`src/rtl/vga_timing_pattern.sv`:
```
// Programmable VGA timing generator with four selectable test patterns.
// A pixel-rate strobe advances (h, v) counters; every output is registered
// from the decode of the new position on the strobe, so all outputs are
// mutually aligned and hold between strobes. The pattern select is latched
// on the pixel (0,0) strobe and governs the whole frame.
module vga_timing_pattern #(
    parameter int H_ACTIVE = 640,
    parameter int H_FRONT  = 16,
    parameter int H_SYNC   = 96,
    parameter int H_BACK   = 48,
    parameter int V_ACTIVE = 480,
    parameter int V_FRONT  = 10,
    parameter int V_SYNC   = 2,
    parameter int V_BACK   = 33,
    parameter int PXL_DIV  = 2,
    parameter int COLOR_W  = 10,
    parameter bit SYNC_POL = 1'b0
) (
    input  logic               clock,
    input  logic               reset,
    input  logic [1:0]         mode,
    output logic               hsync,
    output logic               vsync,
    output logic [COLOR_W-1:0] red,
    output logic [COLOR_W-1:0] green,
    output logic [COLOR_W-1:0] blue,
    output logic               pxlen,
    output logic               active,
    output logic [11:0]        hcount,
    output logic [11:0]        vcount,
    output logic               frame_start
);

    localparam int H_TOTAL = H_ACTIVE + H_FRONT + H_SYNC + H_BACK;
    localparam int V_TOTAL = V_ACTIVE + V_FRONT + V_SYNC + V_BACK;
    localparam int DIV_W   = (PXL_DIV > 1) ? $clog2(PXL_DIV) : 1;

    localparam logic [DIV_W-1:0] DIV_LAST = DIV_W'(PXL_DIV - 1);
    localparam logic [11:0]      H_LAST   = 12'(H_TOTAL - 1);
    localparam logic [11:0]      V_LAST   = 12'(V_TOTAL - 1);
    // 13-bit bounds so a sync end equal to 4096 is still representable
    localparam logic [12:0] H_ACT    = 13'(H_ACTIVE);
    localparam logic [12:0] HS_START = 13'(H_ACTIVE + H_FRONT);
    localparam logic [12:0] HS_END   = 13'(H_ACTIVE + H_FRONT + H_SYNC);
    localparam logic [12:0] V_ACT    = 13'(V_ACTIVE);
    localparam logic [12:0] VS_START = 13'(V_ACTIVE + V_FRONT);
    localparam logic [12:0] VS_END   = 13'(V_ACTIVE + V_FRONT + V_SYNC);
    localparam logic [COLOR_W-1:0] FULL = '1;

    logic [DIV_W-1:0]   div_reg;
    logic [11:0]        h_reg, v_reg;
    logic [1:0]         mode_reg;
    logic               tick;
    logic [11:0]        h_next, v_next;
    logic [12:0]        h_wide, v_wide;
    logic               frame_next, act_next, hs_next, vs_next;
    logic [1:0]         mode_eff;
    logic [6:0]         bar_ge;
    logic [2:0]         bar_idx;
    logic [COLOR_W-1:0] grad, r_next, g_next, b_next;

    assign tick       = (div_reg == DIV_LAST);
    assign h_wide     = {1'b0, h_next};
    assign v_wide     = {1'b0, v_next};
    assign frame_next = (h_next == 12'd0) && (v_next == 12'd0);
    assign act_next   = (h_wide < H_ACT) && (v_wide < V_ACT);
    assign hs_next    = ((h_wide >= HS_START) && (h_wide < HS_END)) ? SYNC_POL : !SYNC_POL;
    assign vs_next    = ((v_wide >= VS_START) && (v_wide < VS_END)) ? SYNC_POL : !SYNC_POL;
    // The frame's first pixel already shows the newly sampled mode
    assign mode_eff   = frame_next ? mode : mode_reg;

    // Colour-bar edges: bar_ge[gi] set when h is at or beyond edge gi+1
    for (genvar gi = 0; gi < 7; gi++) begin : g_bar
        localparam logic [12:0] EDGE = 13'((gi + 1) * H_ACTIVE / 8);
        assign bar_ge[gi] = (h_wide >= EDGE);
    end

    // Gradient: column zero-extended or truncated to the channel width
    if (COLOR_W <= 12) begin : g_grad_trunc
        assign grad = h_next[COLOR_W-1:0];
    end else begin : g_grad_ext
        assign grad = {{(COLOR_W - 12){1'b0}}, h_next};
    end

    // Pixel divider: strobe on the last count of each PXL_DIV-clock period
    always_ff @(posedge clock or posedge reset) begin
        if (reset) begin
            div_reg <= '0;
        end else if (tick) begin
            div_reg <= '0;
        end else begin
            div_reg <= div_reg + DIV_W'(1);
        end
    end

    // Next pixel position, wrapping line then frame
    always_comb begin
        h_next = (h_reg == H_LAST) ? 12'd0 : h_reg + 12'd1;
        v_next = v_reg;
        if (h_reg == H_LAST) begin
            v_next = (v_reg == V_LAST) ? 12'd0 : v_reg + 12'd1;
        end
    end

    // Position counters start on the last pixel so the first strobe lands on (0,0)
    always_ff @(posedge clock or posedge reset) begin
        if (reset) begin
            h_reg <= H_LAST;
            v_reg <= V_LAST;
        end else if (tick) begin
            h_reg <= h_next;
            v_reg <= v_next;
        end
    end

    // Bar index is the number of edges already passed (edges are monotonic)
    always_comb begin
        bar_idx = 3'd0;
        for (int i = 0; i < 7; i++) begin
            bar_idx = bar_idx + 3'(bar_ge[i]);
        end
    end

    // Pattern decode; bar colour bits are the inverted bar index bits
    always_comb begin
        r_next = '0;
        g_next = '0;
        b_next = '0;
        if (act_next) begin
            case (mode_eff)
                2'd0: begin
                    r_next = bar_idx[1] ? '0 : FULL;
                    g_next = bar_idx[2] ? '0 : FULL;
                    b_next = bar_idx[0] ? '0 : FULL;
                end
                2'd1: begin
                    if ((h_next[3:0] == 4'd0) || (v_next[3:0] == 4'd0)) begin
                        r_next = FULL;
                        g_next = FULL;
                        b_next = FULL;
                    end
                end
                2'd2: begin
                    r_next = grad;
                    g_next = grad;
                    b_next = grad;
                end
                default: begin
                    b_next = FULL;
                end
            endcase
        end
    end

    // Output registers and frame mode latch, all updated on the pixel strobe
    always_ff @(posedge clock or posedge reset) begin
        if (reset) begin
            pxlen       <= 1'b0;
            frame_start <= 1'b0;
            hsync       <= !SYNC_POL;
            vsync       <= !SYNC_POL;
            active      <= 1'b0;
            hcount      <= 12'd0;
            vcount      <= 12'd0;
            red         <= '0;
            green       <= '0;
            blue        <= '0;
            mode_reg    <= 2'd0;
        end else begin
            pxlen       <= tick;
            frame_start <= tick && frame_next;
            if (tick) begin
                hsync  <= hs_next;
                vsync  <= vs_next;
                active <= act_next;
                hcount <= h_next;
                vcount <= v_next;
                red    <= r_next;
                green  <= g_next;
                blue   <= b_next;
                if (frame_next) begin
                    mode_reg <= mode;
                end
            end
        end
    end

endmodule

```
`config.mk`:
```
export PLATFORM = sky130hd
export DESIGN_NAME = vga_timing_pattern
export DESIGN_NICKNAME = d
export VERILOG_FILES = /design/src/rtl/vga_timing_pattern.sv
export SDC_FILE = /design/constraint.sdc
export NUM_CORES = 1
export LEC_CHECK = 0
export CAP_MARGIN = 20
export CORE_ASPECT_RATIO = 0.75
export CORE_MARGIN = 2
export CORE_UTILIZATION = 55
export CTS_CLUSTER_DIAMETER = 30
export DETAILED_ROUTE_END_ITERATION = 10
export PLACE_DENSITY = 0.81
export REMOVE_ABC_BUFFERS = 1
export SYNTH_ARGS = -nofsm -noshare
export SYNTH_HDL_FRONTEND = slang
export SYNTH_SLANG_ARGS = --single-unit
export TNS_END_PERCENT = 5
```
`constraint.sdc`:
```
create_clock -name clock -period 6.35 [get_ports clock]
set_input_delay 1.27 -clock clock [delete_from_list [all_inputs] [get_ports clock]]
set_output_delay 1.27 -clock clock [all_outputs]
set_load 0.01 [all_outputs]
```
# After elaboration in Yosys (flattened, before gate mapping)
# Index checks and enable logic that the tools add are counted.
[classes] addsub=9 multipliers=0 div_mod_pow=0 order_cmp=13 eq_ne=4 shift=0 n_mux=17 bitwise_logic=0 reduce_logical=11
[op_table] cell="case mux 10 bit (3 select lines)" n=3
[op_table] cell="two-way mux 10 bit" n=7
[op_table] cell=">= comparator 12 x 9 -> 1 bit, second input constant" n=4
[op_table] cell="two-way mux 12 bit" n=3
[op_table] cell="adder 12 x 1 -> 12 bit, second input constant" n=2
[op_table] cell="== test 12 x 10 -> 1 bit, second input constant" n=2
[op_table] cell=">= comparator 12 x 10 -> 1 bit, second input constant" n=2
[op_table] cell=">= comparator 12 x 8 -> 1 bit, second input constant" n=2
[op_table] cell="zero test 12 bit" n=2
[op_table] cell="less-than comparator 12 x 10 -> 1 bit, second input constant" n=2
[op_table] cell="less-than comparator 12 x 9 -> 1 bit, second input constant" n=2
[op_table] cell="adder 3 x 1 -> 3 bit" n=4
[op_table] cell=">= comparator 12 x 7 -> 1 bit, second input constant" n=1
[op_table] cell="zero test 4 bit" n=2
[op_table] cell="logical AND 1 bit" n=5
[op_table] cell="adder 2 x 1 -> 3 bit" n=1
[op_table] cell="two-way mux 1 bit" n=3
[op_table] cell="adder 1 x 1 -> 2 bit" n=1
[op_table] cell="== test 2 x 1 -> 1 bit, second input constant" n=1
[op_table] cell="== test 2 bit, second input constant" n=1
[op_table] cell="zero test 2 bit" n=1
[op_table] cell="two-way mux 2 bit" n=1
[op_table] cell="adder 1 bit, second input constant" n=1
[op_table] cell="logical OR 1 bit" n=1
[word_totals] ff_bits=86 latch_bits=0 ramBits=0 mem_bits_ro=0 input_bits=4 memories=0

# Logic depth before layout (Yosys ltp)
# Gate-level depths: netlist (run 1).
[depth] depth_word=12 depth_mapped=18 depth_no_buf=16

# Worst setup path before layout (run 1)
# Ideal clock, no wire load.
[synth_path] kind="register -> register" from="reg h_reg[0]" to="reg red[2]" setup_ns=0.155 arrival_ns=4.829 t_required_ns=6.195 path_slack_ns=1.366 stages_incl_launch_ff=18 n_path_buf=2 period_less_slack_ns=4.984 path_cell_list="dfstp_2 -> ha_1 -> nand4_1 -> or3_1 -> buf_2 -> o21ai_1 -> buf_2 -> a21oi_1 -> nor3_1 -> fa_1 -> fa_1 -> inv_1 -> fa_1 -> inv_1 -> fa_1 -> a21o_1 -> o211ai_2 -> o221ai_1"
[synth_between] elab_chain_len=12 word_cells_on_any_way=34 classes_between="add/sub: 7; order compare: 9; eq/ne: 3; mux: 7; reduce/logical: 8"
[synth_lines] item="start, declared" line_no="51" text="logic [11:0] h_reg, v_reg;"
[synth_lines] item="start signal, assigned" line_no="111" text="h_reg <= h_next;"
[synth_lines] item="adder 12 x 1 -> 12 bit or == test 12 x 10 -> 1 bit (tied branches)" line_no="98, 100"
[synth_lines] item="two-way mux 12 bit" line_no="98" text="h_next = (h_reg == H_LAST) ? 12'd0 : h_reg + 12'd1;"
[synth_lines] item=">= comparator 12 x 7 -> 1 bit or >= comparator 12 x 8 -> 1 bit (tied branches)" line_no="75" text="assign bar_ge[gi] = (h_wide >= EDGE);"
[synth_lines] item="adder 1 x 1 -> 2 bit" line_no="120" text="bar_idx = bar_idx + 3'(bar_ge[i]);"
[synth_lines] item="adder 2 x 1 -> 3 bit" line_no="120"
[synth_lines] item="adder 3 x 1 -> 3 bit (4 in a row)" line_no="120"
[synth_lines] item="two-way mux 10 bit" line_no="132" text="r_next = bar_idx[1] ? '0 : FULL;"
[synth_lines] item="case mux 10 bit (3 select lines)" line_no="130" text="case (mode_eff)"
[synth_lines] item="two-way mux 10 bit *" line_no="129" text="if (act_next) begin"
[synth_lines] item="end signal, assigned" line_no="178" text="red <= r_next;"
[synth_lines] item="end, declared" line_no="24" text="output logic [COLOR_W-1:0] red,"
# Every way passes the cells marked *; elsewhere a longest branch is shown, timed or not.
# A chain may end at the register's enable or synchronous reset.

# Worst setup path after layout (run 1)
[layout_path] from="reg h_reg[0]" to="reg red[6]"
# The elaborated chain is that of the path after synthesis.

==> run summary, run 1 <==
Status -> finished clean
DRC errors left -> 0
Die width -> 107.6 um
DP Worst Slack -> 0.8734 ns
Via count -> 3839
Synthesized flop and latch total -> 72
Slew HR -> 40.61%
Iter 0 DRT Violations -> 316
Detail Placement HPWL -> 7780 um
Dominant synthesized flop cell -> dfrtp_1
Clock slew at reported path FFs -> 0.08 ns
Final Skew -> 0.01408 ns
Via density -> 6.074
CP Max Fanout -> 26
Endpoint class of the critical path -> register
Aggregate global-route resource usage -> 27.06%
YS warnings -> 0
CTS resizes -> 0
Total Neg Setup Slack -> 0 ns
Core region area -> 0.007848 sq mm
Area grow syn2layout -> 17.48%
Clk sink count -> 72
Htree depth -> 3
Setup Fix Bufs, Post-CTS -> 0
Fmax -> 180.6 MHz
Setup ws final -> 0.8119 ns
I/O Pins -> 63
Critical path type -> register to register
Antenna diodes -> 0
Final period util -> 87.21%
Placed inst area -> 0.004996 sq mm
Unique cell type count in the Yosys netlist -> 70
Startpoint Class -> register
Fin area -> 0.005196 sq mm
Root Driver -> clkbuf_8
Nets@finish -> 534
CP arrival -> 5.73 ns
Die height -> 81.66 um
Vias in the first global route -> 3508
Final setup fails -> 0
ANT nets after route -> 0
Crit path launch -> h_reg[0]$_DFFE_PP1P_
Initial Utilization -> 56.36%
Post-layout util -> 66.21%
Syn_area_per_cell -> 9.157 sq um
First-pass GRT wire length -> 18310 um
Register area share after synthesis -> 41.07%
Worst Tran Pin Value -> 0.8844 ns
Rows -> 28
Clk_lat worst skew -> 0.36 ns
Port Buffers -> 62
Wire length per cell -> 17.72 um
Peak supply drop -> 0.0001192 V
Drt total wl -> 11200 um
Final Critical Period -> 5.538 ns
Post-Syn Area -> 0.004423 sq mm
Clock Path Buffers -> 2
DIE AREA -> 0.008783 sq mm
Asr flop ratio synth -> 100.0%
Post-synth EDFFs -> 0
Fin. Hold Viols -> 0
Fill cells -> 632
Hold Path Class -> register to register
Power Dens Cells -> 162.9 mW/mm^2
Antenna violations before repair -> 0
GRT overflow -> 0
Pin count of the biggest net entering global routing -> 73
TritonCTS Buffers -> 9
Depth of the worst hold-timing path -> 1
Max_cap viols -> 0
Mapped Cells -> 483
Hold_sp -> active$_DFFE_PP0P_
# hold bufs at CTS -> 0
Fraction of layout cells with a size suffix above 1 -> 14.23%
Worst R2R Path Depth -> 16
Leak -> 2.016 nW
DR pass1 iterations -> 5
R2R Setup Slk -> 0.81 ns
Launch point of the worst reg-to-reg path -> h_reg[0]$_DFFE_PP1P_
CP Data Required Time -> 6.54 ns
CP Capture Point -> red[6]$_DFFE_PP0P_
Max Slew Vio Count -> 0
RR Endpoint -> red[6]$_DFFE_PP0P_
Most common cell after layout, fill and taps aside -> clkdlybuf4s50_1
CTS tree -> built
RSZ-0062 raised after global routing -> no
Gpl congestion -> 0.9272
Most frequent cells in the layout -> clkdlybuf4s50_1 (62), dfrtp_1 (60), nand2_1 (52)
[how the worst min path moves through the flow]
stage	to
finish	active$_DFFE_PP0P_
global route	active$_DFFE_PP0P_
CTS	hcount[9]$_DFFE_PP0P_
detailed placement	hcount[9]$_DFFE_PP0P_
global placement	active$_DFFE_PP0P_
floorplan	h_reg[1]$_DFFE_PP1P_
[stage by stage]
stage	cells	power, mW	hold WS [ns]
final	632	0.8462	0.4846
after global routing	632	0.8761	0.5053
after CTS	632	0.8541	0.4911
after detailed placement	616	0.4805	0.4737
after global placement	616	0.4803	0.4636
after floorplan	441	0.4746	0.4749
[layout make-up]
type | instances | area (sq um) | area share, %
Multi-Input combinational cell | 337 | 2247 | 43.25
Sequential cell | 72 | 1817 | 34.96
Timing Repair Buffer | 70 | 680.7 | 13.10
Tap cell | 105 | 131.4 | 2.528
Clock buffer | 9 | 123.9 | 2.384
Inverter | 32 | 120.1 | 2.312
Clock inverter | 7 | 76.32 | 1.469
[power by group]
part / switching (mW) / leakage [nW] / internal [mW]
clock: 0.190 / 0.0966 / 0.185
sequential: 0 / 0.788 / 0.458
combinational: 0.0102 / 1.13 / 0.00240
total: 0.201 / 2.02 / 0.646
[synth_stat cells, types with 3 or more instances]
| library cell | number | share of area, % |
|---|---|---|
| dfrtp_1 | 60 | 34 |
| nand2_1 | 52 | 4.4 |
| nor2_1 | 44 | 3.7 |
| inv_1 | 32 | 2.7 |
| nand3_1 | 22 | 2.5 |
| o21ai_0 | 21 | 2.4 |
| nor3_1 | 20 | 2.3 |
| clkbuf_1 | 16 | 1.4 |
| a21oi_1 | 15 | 1.7 |
| buf_4 | 14 | 2.4 |
| xnor2_1 | 13 | 2.6 |
| dfstp_2 | 12 | 7.1 |
| nand4_1 | 11 | 1.6 |
| o221ai_1 | 7 | 1.4 |
| o221ai_2 | 7 | 2.4 |
| mux2_2 | 6 | 1.5 |
| o21ai_1 | 6 | 0.68 |
| xor2_1 | 6 | 1.2 |
| a21o_1 | 5 | 0.85 |
| buf_2 | 5 | 0.57 |
| or2_2 | 5 | 0.71 |
| a22oi_1 | 4 | 0.68 |
| and3_1 | 4 | 0.57 |
| and4_1 | 4 | 0.79 |
| buf_1 | 4 | 0.34 |
| fa_1 | 4 | 1.8 |
| ha_1 | 4 | 1.1 |
| nand2b_1 | 4 | 0.57 |
| o311ai_1 | 4 | 0.79 |
| a21boi_0 | 3 | 0.51 |
| a221oi_1 | 3 | 0.59 |
| a31oi_1 | 3 | 0.42 |
| and2_1 | 3 | 0.42 |
| buf_6 | 3 | 0.76 |
| mux2i_1 | 3 | 0.68 |
| o211ai_1 | 3 | 0.51 |
| o211ai_2 | 3 | 0.85 |
| o21ai_2 | 3 | 0.59 |
[cells by family after synthesis]
| family | Yosys count | share of synthesized area [%] |
|---|---|---|
| AO/OA/AOI/OAI | 109 | 18.78 |
| XOR/XNOR | 20 | 4.130 |
| adder cells (fa/ha/maj) | 8 | 2.942 |
| buffers and inverters | 74 | 8.119 |
| flip-flops | 72 | 41.07 |
| multiplexers | 10 | 2.461 |
| AND/OR/NAND/NOR | 190 | 22.49 |
[per-layer routing]
layer  GRT usage (%)  vias to the layer above  routed length, um
met5               0                        -                  0
met4           7.308                        0                175
met3           6.508                       18                789
met2           37.67                      172               4868
met1           41.77                     1855               5370
li1                -                     1794                  -
[worst max-delay path, stage by stage, from the launching register on]
cell      delay, ns
dfstp_2        0.62
ha_1           0.31
nand4_1        0.33
nor3_4         0.24
buf_4          0.30
a211o_1        0.16
nand3b_1       0.21
nor3_1         0.37
fa_1           0.48
fa_1           0.54
inv_1          0.05
fa_1           0.42
inv_1          0.08
fa_1           0.43
a21o_1         0.19
o211ai_2       0.41
o221ai_1       0.23
(Power assumes the default switching activity.)
==> run 2: changes to the inputs <==
--- a/config.mk
+++ b/config.mk
@@ -6,12 +6,13 @@
 export NUM_CORES = 1
 export LEC_CHECK = 0
 export CAP_MARGIN = 20
-export CORE_ASPECT_RATIO = 0.75
+export CORE_ASPECT_RATIO = 0.5
 export CORE_MARGIN = 2
-export CORE_UTILIZATION = 55
+export CORE_UTILIZATION = 60
 export CTS_CLUSTER_DIAMETER = 30
 export DETAILED_ROUTE_END_ITERATION = 10
-export PLACE_DENSITY = 0.81
+export DONT_BUFFER_PORTS = 1
+export PLACE_DENSITY = 0.77
 export REMOVE_ABC_BUFFERS = 1
 export SYNTH_ARGS = -nofsm -noshare
 export SYNTH_HDL_FRONTEND = slang
==> run summary, run 2 (synthesis gave the netlist of run 1 again) <==
Fin. Hold Viols -> 0
Htree depth -> 3
DRC errors left -> 0
Status -> finished clean
Final period util -> 90.47%
Most common cell after layout, fill and taps aside -> dfrtp_1
Antenna diodes -> 0
Detail Placement HPWL -> 7208 um
I/O Pins -> 63
Startpoint Class -> register
ANT nets after route -> 0
Root Driver -> clkbuf_16
Combinational Power Share -> 1.0%
Wire length per cell -> 18.76 um
Iter 0 DRT Violations -> 349
Power Dens Cells -> 211.1 mW/mm^2
DR pass1 iterations -> 5
Endpoint class of the critical path -> register
First-pass GRT wire length -> 17360 um
Final Skew -> 0.008221 ns
Power share of the clock group -> 52.4%
Core region area -> 0.007239 sq mm
TritonCTS Buffers -> 9
Final setup fails -> 0
Via count -> 3589
CTS tree -> built
Hold Path Class -> register to register
Gpl congestion -> 0.9184
Max stage delay on crit path -> 0.62 ns
Clock slew at reported path FFs -> 0.06 ns
CTS resizes -> 0
Int Power -> 0.7672 mW
Peak supply drop -> 0.0001130 V
Worst Tran Pin Value -> 0.8931 ns
Critical Path Most Common Cell -> fa_1
# hold bufs at CTS -> 0
Critical Path Slowest Stage Cell -> dfstp_2
Most frequent cells in the layout -> dfrtp_1 (60), nand2_1 (52), nor2_1 (44)
Clock Path Buffers -> 2
Sequential cell area -> 0.001817 sq mm
Reg power frac -> 46.6%
Leak -> 1.818 nW
Fraction of layout cells with a size suffix above 1 -> 16.13%
Sw frac -> 22.13%
Depth of the worst hold-timing path -> 2
Drt total wl -> 10520 um
Setup Fix Bufs, Post-CTS -> 0
Clk sink count -> 72
Vias in the first global route -> 3376
Nets@finish -> 472
Pin count of the biggest net entering global routing -> 73
Fill cells -> 599
CP Max Fanout -> 14
CP arrival -> 5.92 ns
Critical path type -> register to register
Aggregate global-route resource usage -> 27.55%
Max Slew Vio Count -> 0
Worst R2R Path Depth -> 17
Total Neg Setup Slack -> 0 ns
Clk_lat worst skew -> 0.35 ns
Rows -> 22
Slew HR -> 40.46%
Crit-path cells -> ha_1, nand4_1, or3_1, buf_4, o21ai_1, buf_4, a21oi_1, nor3_1, fa_1, fa_1, inv_1, fa_1, inv_1, fa_1, a21o_1, o211ai_2, o221ai_1
Final Total Pwr -> 0.9852 mW
Area grow syn2layout -> 5.516%
Via density -> 6.398
Antenna violations before repair -> 0
Net Switching -> 0.2180 mW
GRT overflow -> 0
CP Data Required Time -> 6.52 ns
Initial Utilization -> 61.10%
Max_cap viols -> 0
Die width -> 125.4 um
RSZ-0062 raised after global routing -> no
Port Buffers -> 0
Die height -> 64.71 um
Fmax -> 174.1 MHz
DIE AREA -> 0.008116 sq mm
Multi-input logic area -> 0.002247 sq mm
Final Critical Period -> 5.745 ns
[run 2: worst max-delay path: cells and delay by family, from the launching register on]
| family | cells | cell delay (ns) |
|---|---|---|
| DFF | 1 | 0.62 |
| buffers and inverters | 4 | 0.56 |
| AOI/OAI and AO/OA | 5 | 1.10 |
| and+or+nand+nor | 3 | 1.07 |
| adders and majority gates | 5 | 2.20 |
[run 2: layer usage]
metal  vias to the layer above  track usage (%)  part of all wire [%]
met2                       167            41.69                    44
met3                        22            9.661                    10
li1                       1671                -                     -
met5                         -                0                     0
met1                      1729            37.27                    43
met4                         0            9.167                   1.8
[run 2: worst paths after layout]
check	start	to	slack, ns
max	h_reg[0]$_DFFE_PP1P_	red[6]$_DFFE_PP0P_	0.61
max reg2reg	h_reg[0]$_DFFE_PP1P_	red[6]$_DFFE_PP0P_	0.61
min in group asynchronous	reset	hcount[2]$_DFFE_PP0P_	1.08
max in group asynchronous	reset	v_reg[8]$_DFFE_PP0P_	4.69
min reg2reg	vsync$_DFFE_PP1P_	vsync$_DFFE_PP1P_	0.52
min	vsync$_DFFE_PP1P_	vsync$_DFFE_PP1P_	0.52
[run 2: per-stage QoR]
| step | cells | setup WS [ns] | utilization, % | cell area (sq um) | hold slack, ns |
|---|---|---|---|---|---|
| floorplan | 441 | 1.156 | - | 4184 | 0.4749 |
| global placement | 545 | 0.9645 | 60.28 | 4364 | 0.5003 |
| detailed placement | 545 | 0.7211 | 60.28 | 4364 | 0.5017 |
| CTS | 561 | 0.6703 | 64.47 | 4667 | 0.5207 |
| global route | 561 | 0.2947 | 64.47 | 4667 | 0.5429 |
| finish | 561 | 0.6053 | 64.47 | 4667 | 0.5230 |
[run 2: area by class of cell]
| type | instances | area share [%] |
|---|---|---|
| multi-input cells | 337 | 48.15 |
| flip-flops and latches | 72 | 38.93 |
| clock buffers | 9 | 4.826 |
| inverters | 32 | 2.574 |
| well taps | 96 | 2.574 |
| clock inverters | 7 | 1.662 |
| repair buffers | 8 | 1.287 |
[run 2: power by group through the flow]
stage / sequential, mW / clock [mW] / combinational, mW
4_1_cts: 0.459 / 0.524 / 0.0105
3_5_place_dp: 0.467 / 0 / 0.0105
6_report: 0.459 / 0.516 / 0.00975
2_1_floorplan: 0.467 / 0 / 0.00731
5_1_grt: 0.459 / 0.544 / 0.0115
3_3_place_gp: 0.467 / 0 / 0.0101
